==> src/rtl/result_collector_pkg.sv <==
// Shared constants for the result collector: default parameters and the
// saturation limit of the drop counter.
package result_collector_pkg;

    localparam int DEF_DATA_W = 7;
    localparam int DEF_DEPTH  = 8;
    localparam int DEF_ACC_W  = 16;
    localparam int DROP_CNT_W = 8;

    localparam logic [DROP_CNT_W-1:0] DROP_CNT_MAX = '1;

endpackage : result_collector_pkg

==> src/rtl/result_fifo.sv <==
// First-word fall-through FIFO: storage, wrapping pointers and occupancy.
// The storage array is never reset; only pointers and level are.
module result_fifo
    import result_collector_pkg::*;
#(
    parameter int DATA_W = DEF_DATA_W,
    parameter int DEPTH  = DEF_DEPTH
) (
    input  logic                     clk,
    input  logic                     reset,
    input  logic                     clear,
    input  logic                     wr_en,
    input  logic                     rd_en,
    input  logic [DATA_W-1:0]        wr_data,
    output logic [DATA_W-1:0]        rd_data,
    output logic                     full,
    output logic                     empty,
    output logic [$clog2(DEPTH):0]   level
);

    localparam int PTR_W = $clog2(DEPTH);
    localparam int LVL_W = PTR_W + 1;

    logic [DATA_W-1:0] mem [DEPTH];

    logic [PTR_W-1:0] wr_ptr_q, wr_ptr_d;
    logic [PTR_W-1:0] rd_ptr_q, rd_ptr_d;
    logic [LVL_W-1:0] level_q, level_d;

    // Pointer and occupancy next-state; clear beats any push or pop.
    always_comb begin
        wr_ptr_d = wr_ptr_q;
        rd_ptr_d = rd_ptr_q;
        level_d  = level_q;
        if (clear) begin
            wr_ptr_d = '0;
            rd_ptr_d = '0;
            level_d  = '0;
        end else begin
            if (wr_en) begin
                wr_ptr_d = (wr_ptr_q == PTR_W'(DEPTH - 1)) ? '0 : wr_ptr_q + 1'b1;
            end
            if (rd_en) begin
                rd_ptr_d = (rd_ptr_q == PTR_W'(DEPTH - 1)) ? '0 : rd_ptr_q + 1'b1;
            end
            case ({wr_en, rd_en})
                2'b10:   level_d = level_q + 1'b1;
                2'b01:   level_d = level_q - 1'b1;
                default: level_d = level_q;
            endcase
        end
    end

    // Pointer and occupancy registers, cleared asynchronously by reset.
    always_ff @(posedge clk or posedge reset) begin
        if (reset) begin
            wr_ptr_q <= '0;
            rd_ptr_q <= '0;
            level_q  <= '0;
        end else begin
            wr_ptr_q <= wr_ptr_d;
            rd_ptr_q <= rd_ptr_d;
            level_q  <= level_d;
        end
    end

    // Storage write; contents survive reset and clear on purpose.
    always_ff @(posedge clk) begin
        if (wr_en && !clear) begin
            mem[wr_ptr_q] <= wr_data;
        end
    end

    // Head word is presented combinationally (fall-through).
    always_comb begin
        rd_data = mem[rd_ptr_q];
        full    = (level_q == LVL_W'(DEPTH));
        empty   = (level_q == '0);
        level   = level_q;
    end

endmodule : result_fifo

==> src/rtl/result_collector.sv <==
// Collects adder results into a FWFT FIFO, keeps a saturating running sum of
// accepted words, and counts words dropped because the FIFO was full.
module result_collector
    import result_collector_pkg::*;
#(
    parameter int DATA_W = DEF_DATA_W,
    parameter int DEPTH  = DEF_DEPTH,
    parameter int ACC_W  = DEF_ACC_W
) (
    input  logic                     clk,
    input  logic                     reset,
    input  logic                     clear,
    input  logic                     in_valid,
    input  logic [DATA_W-1:0]        in_c,
    input  logic                     out_ready,
    output logic                     out_valid,
    output logic [DATA_W-1:0]        out_data,
    output logic                     full,
    output logic                     empty,
    output logic [$clog2(DEPTH):0]   level,
    output logic [ACC_W-1:0]         acc_sum,
    output logic [DROP_CNT_W-1:0]    drop_cnt,
    output logic                     overflow
);

    logic push;
    logic pop;
    logic drop;
    logic [ACC_W:0] acc_wide;

    logic [ACC_W-1:0]      acc_q, acc_d;
    logic [DROP_CNT_W-1:0] drop_cnt_q, drop_cnt_d;
    logic                  overflow_q, overflow_d;

    result_fifo #(
        .DATA_W (DATA_W),
        .DEPTH  (DEPTH)
    ) u_fifo (
        .clk     (clk),
        .reset   (reset),
        .clear   (clear),
        .wr_en   (push),
        .rd_en   (pop),
        .wr_data (in_c),
        .rd_data (out_data),
        .full    (full),
        .empty   (empty),
        .level   (level)
    );

    // Handshake decode: a full FIFO still accepts when the head leaves the
    // same cycle; clear suppresses every transfer and every drop.
    always_comb begin
        out_valid = !empty;
        pop       = out_valid && out_ready && !clear;
        push      = in_valid && !clear && (!full || pop);
        drop      = in_valid && !clear && !push;
    end

    // Running sum, drop counter and sticky overflow next-state.
    always_comb begin
        acc_d      = acc_q;
        drop_cnt_d = drop_cnt_q;
        overflow_d = overflow_q;
        acc_wide   = {1'b0, acc_q} + (ACC_W + 1)'(in_c);
        if (clear) begin
            acc_d      = '0;
            drop_cnt_d = '0;
            overflow_d = 1'b0;
        end else begin
            if (push) begin
                acc_d = acc_wide[ACC_W] ? '1 : acc_wide[ACC_W-1:0];
            end
            if (drop) begin
                overflow_d = 1'b1;
                if (drop_cnt_q != DROP_CNT_MAX) begin
                    drop_cnt_d = drop_cnt_q + 1'b1;
                end
            end
        end
    end

    // Statistics registers, cleared asynchronously by reset.
    always_ff @(posedge clk or posedge reset) begin
        if (reset) begin
            acc_q      <= '0;
            drop_cnt_q <= '0;
            overflow_q <= 1'b0;
        end else begin
            acc_q      <= acc_d;
            drop_cnt_q <= drop_cnt_d;
            overflow_q <= overflow_d;
        end
    end

    // Expose statistics registers.
    always_comb begin
        acc_sum  = acc_q;
        drop_cnt = drop_cnt_q;
        overflow = overflow_q;
    end

endmodule : result_collector
==> config.mk <==
export PLATFORM = sky130hd
export DESIGN_NAME = result_collector
export DESIGN_NICKNAME = d
export VERILOG_FILES = /design/src/rtl/result_collector_pkg.sv /design/src/rtl/result_fifo.sv /design/src/rtl/result_collector.sv
export SDC_FILE = /design/constraint.sdc
export NUM_CORES = 1
export LEC_CHECK = 0
export CAP_MARGIN = 5
export CORE_MARGIN = 2
export CORE_UTILIZATION = 58
export CTS_BUF_LIST = sky130_fd_sc_hd__clkbuf_8 sky130_fd_sc_hd__clkbuf_16
export DETAILED_ROUTE_END_ITERATION = 10
export GPL_TIMING_DRIVEN = 0
export PLACE_DENSITY = 0.92
export SLEW_MARGIN = 20
export SYNTH_ARGS = -nofsm -noshare
export SYNTH_HDL_FRONTEND = slang
export SYNTH_SLANG_ARGS = --single-unit
==> constraint.sdc <==
create_clock -name clk -period 8 [get_ports clk]
set_clock_uncertainty 0.15 [all_clocks]
set_input_delay 1.6 -clock clk [delete_from_list [all_inputs] [get_ports clk]]
set_output_delay 1.6 -clock clk [all_outputs]
set_load 0.02 [all_outputs]
; ---- Word-level counts from Yosys, hierarchy flattened
; Memories as Yosys holds them, arrays and structs flattened.
; Index checks and enable logic that the tools add are counted.
; Widths: inputs -> output; s select.
[word_totals]
ram_bits = 56
latchBits = 0
romBits = 0
mem_count = 1
out_inout_bits = 39
input_bits = 12
regBits = 35
[op_classes]
n_mux = 18
shifts = 0
bitwise = 0
n_mul = 0
n_reduce_logical = 18
n_addsub = 6
magnitude_cmp = 0
div_mod_pow = 0
n_eq_ne = 6
[mem_list]
columns = name, words, word_bits, read_ports, rd_ports_with_merged_regs, write_ports, line
row1 = u_fifo.mem, 8, 7, 1, 0, 1, result_fifo.sv:24  ; logic [DATA_W-1:0] mem [DEPTH];
[op_table]
columns = op, n
row1 = $mux 16, 3
row2 = $mux 8, 3
row3 = $mux 3, 6
row4 = $add 16x7->17, 1
row5 = $add 8x1->8 const B, 1
row6 = $ne 8x8->1 const B, 1
row7 = $pmux 4 s2, 1
row8 = $reduce_bool 2->1, 4
row9 = $add 3x1->3 const B, 2
row10 = $eq 3x3->1 const B, 2
row11 = $logic_and 1x1->1, 6
row12 = $add 4x1->4 const B, 1
row13 = $eq 4x4->1 const B, 1
row14 = $logic_not 1->1, 4
row15 = $logic_not 4->1, 1
row16 = $mux 1, 4
row17 = $mux 4, 1
row18 = $sub 4x1->4 const B, 1
row19 = $reduce_bool 3->1, 1
row20 = $eq 2x1->1 const B, 1
row21 = $eq 2x2->1 const B, 1
row22 = $reduce_and 2->1, 1
row23 = $logic_or 1x1->1, 1

; ---- Depth between registers and ports, before layout
[logic_depth]
ltp_word = 10
mapped_depth = 8
mapped_depth_nobuf = 8

; ---- Cells and area by module
; A second synthesis with hierarchy kept.
[unflattened]
cells_unflattened = 336
hier_area_um2 = 4455.5
[by_module_without_submodules]
columns = module, n_inst, cells_per_inst, seq_area_each_um2, area_per_inst_um2
row1 = result_fifo, 1, 160, 1931.9, 2862.7
row2 = result_collector, 1, 176, 625.6, 1592.8

; ---- Least setup slack after synthesis
; OpenSTA, ideal clock, no wires.
[synth_timing]
kind = register to output
start = register u_fifo.rd_ptr_q[0]
end = output out_data[0]
slack_ns = 4.168
stages_incl_launch_ff = 5
required_ns = 6.250
arrival_time_ns = 2.082
cell_sequence = dfrtp_1 clkbuf_1 buf_1 mux4_2 mux2_2
[synth_between]
elab_chain_cells = 1
[synth_rtl]
columns = element, line
row1 = "start, declared", result_fifo.sv:27  ; logic [PTR_W-1:0] rd_ptr_q, rd_ptr_d;
row2 = "start signal, assigned", result_fifo.sv:62  ; rd_ptr_q <= rd_ptr_d;
row3 = $mem_v2 8x7, -
row4 = "end, declared", result_collector.sv:17  ; output logic [DATA_W-1:0] out_data,
; No other way between the ends.

; ---- Final worst setup path
[layout_timing]
start = register u_fifo.rd_ptr_q[0]
end = output out_data[1]
; Same word-level chain as after synthesis.

==> results.json <==
{
  "fmax_mhz": 199,
  "async_flop_share_pct": 38.5,
  "drtPass1Iterations": 5,
  "avgSynthCellArea_um2": 13.5,
  "p_sw_mw": 0.378,
  "tightest_slew_ns": 0.920,
  "syn_nets": 347,
  "drive_gt1_share_pct": 14.2,
  "p_clk_share_pct": 26.4,
  "grt_usage_pct": 24.7,
  "arrival_ns": 3.28,
  "synth_top_area_cell": "edfxtp_1",
  "synthToLayoutAreaGrowth_pct": 20.8,
  "wl_per_cell_um": 19.2,
  "dpl.hpwl_um": 6500,
  "fp.dieW_um": 90.1,
  "slew_headroom_pct": 38.0,
  "synth_ff_type": "edfxtp_1",
  "total_power_mw": 1.21,
  "fillerInstances": 482,
  "post_cts_resized": 0,
  "core-area_um2": 7210,
  "postCtsHoldBufs": 0,
  "cp-end-kind": "output pin",
  "grt_pass1_wl_um": 15600,
  "clk_pin_slew_ns": 0.09,
  "portBuffers": 50,
  "power.density_nw_per_um2": 234,
  "post_cts_buffers": 0,
  "ys_top_cells_by_area": "edfxtp_1 (39%), dfrtp_1 (20%), mux4_2 (7.3%), ha_1 (4.1%), nor2_1 (2.4%)",
  "synth_edf_count": 56,
  "p_int_mw": 0.835,
  "hold_path.class": "flip-flop to flip-flop",
  "multi_input_area_um2": 1700,
  "worst_setup_path_start_kind": "flip-flop",
  "antenna_cells": 0,
  "peakVddDrop_mv": 0.107,
  "grt_max_degree": 36,
  "final.period_utilization_pct": 62.9,
  "num_vias": 2973,
  "grt_util_met1_pct": 31.5,
  "yosys_warnings": 0,
  "hold_viol": 0,
  "setup-tns-final_ns": 0,
  "fin_crit_ns": 5.03,
  "overflow": 0,
  "routed_wirelength_um": 9330,
  "detail_route.iter0.violations": 241,
  "rsz0062_at_grt": "no",
  "register_area_um2": 2560,
  "status": "complete, no violations",
  "route.detailed.drc": 0,
  "synth_area_um2": 4300,
  "ios": 51,
  "combPwrFrac_pct": 28.3,
  "cts_max_path_buffers": 2,
  "path_max_fanout": 10,
  "grtUsageMet3_pct": 4.61,
  "grt_use_met2_pct": 42.7,
  "grt.busiest_layer": "met2",
  "synth_seq_cells": 91,
  "grt_antenna_before_repair": 0,
  "slew_viol_final": 0,
  "yosysUniqueCellTypes": 51,
  "criticalPathCategory": "flip-flop to output pin",
  "initial_utilization_pct": 59.6,
  "pwr-share-seq_pct": 45.3,
  "drv_cap": 0,
  "ys_seq_area_share_pct": 59.4,
  "die_h_um": 90.1,
  "final_common_cell": "edfxtp_1",
  "vias_per_cell": 6.10,
  "fin_nets": 411,
  "worstPathRequired_ns": 6.25,
  "clkSinkCount": 91,
  "finalSetupViolCount": 0,
  "clock_latency_ns": 0.36,
  "p_leak_nw": 1.96,
  "cts_made_buffers": 9,
  "synth_top_area_share_pct": 39.1,
  "gp_congestion": 0.889,
  "std_cell_rows": 31,
  "cts_root_buf": "clkbuf_8",
  "h-tree-depth": 3,
  "dieArea_um2": 8120,
  "cts_tree": "done",
  "mostFrequentLayoutCells": "edfxtp_1 (56), clkdlybuf4s50_1 (50), dfrtp_1 (35)",
  "synthCells": 319,
  "switching_share_pct": 31.2,
  "first_global_vias": 3069,
  "ant_nets": 0
}
==> power groups by stage <==
stage	clock [mW]	sequential (mW)	combinational, mW
5_1_grt	0.346	0.553	0.371
6_report	0.321	0.549	0.344
3_3_place_gp	0	0.557	0.329
3_5_place_dp	0	0.559	0.342
4_1_cts	0.324	0.549	0.346
2_1_floorplan	0	0.569	0.207
==> per-stage QoR <==
stage / setup WS, ns / util, % / hold WS (ns) / instance area, µm² / instances
final: 2.97 / 72.0 / 0.352 / 5200 / 487
after global routing: 2.73 / 72.0 / 0.383 / 5200 / 487
after CTS: 2.87 / 72.0 / 0.359 / 5190 / 487
after detailed placement: 3.28 / 69.1 / 0.339 / 4980 / 471
after global placement: 3.16 / 68.3 / 0.332 / 4930 / 468
after floorplan: 4.17 / - / 0.440 / 4300 / 319
==> synth_stat cells (8+ instances only) <==
cell type,number
mux4_2,14
ha_1,14
o21ai_0,13
a21oi_1,14
nor3_1,12
clkbuf_1,8
edfxtp_1,56
nor2_1,27
dfrtp_1,35
xor2_1,9
nand2_1,19
==> logic make-up (layout without fill, tap and decap cells) <==
logic type | count (synthesis) | in the layout | share of synthesized area, %
compound gates | 61 | 61 | 9.74
xor+xnor | 14 | 14 | 2.85
fa+ha+maj | 16 | 16 | 5.00
buf+inv | 21 | 90 | 1.89
flops | 91 | 91 | 59.4
mux | 25 | 25 | 10.1
simple gates | 91 | 91 | 11.0
==> flip-flops by register name (all words and copies together), names as in the netlist <==
register         flops
u_fifo.level         4
u_fifo.wr_ptr_q      3
u_fifo.rd_ptr_q      3
overflow             1
u_fifo.mem          56
acc_sum             16
drop_cnt             8
==> final cells by class <==
cell class,instances,share of cell area [%]
sequential,91,49.2
multi-input combinational,207,32.8
timing repair buffer,53,10.1
clock buffer,9,2.38
tap,99,2.38
clock inverter,7,1.61
buffer,14,1.06
inverter,7,0.506
==> worst max-delay path: stages, from the launching register on <==
cell and delay [ns]:
dfrtp_1 0.37, clkbuf_1 0.45, buf_1 0.66, mux4_2 0.60
mux2_2 0.30, clkdlybuf4s50_1 0.54
==> path summary, 6_finish.rpt <==
path / startpoint / endpoint / slack [ns] / cells past startpoint
max reg2reg: u_fifo.level[0] / u_fifo.level[3] / 4.79 / 8
min reg2reg: acc_sum[5] / acc_sum[5] / 0.35 / 2
max: u_fifo.rd_ptr_q[0] / out_data[1] / 2.97 / 5
min in group asynchronous: reset / drop_cnt[1] / 1.52 / 2
min: acc_sum[5] / acc_sum[5] / 0.35 / 2
max in group asynchronous: reset / acc_sum[3] / 5.70 / 2
==> routing by layer <==
layer,routed length (µm),part of all wire [%],vias to the layer above
met5,0,0,-
met4,155,1.7,0
met3,473,5.1,15
met2,4830,52,128
met1,3870,41,1466
li1,-,-,1364
(Power assumes the default switching activity.)
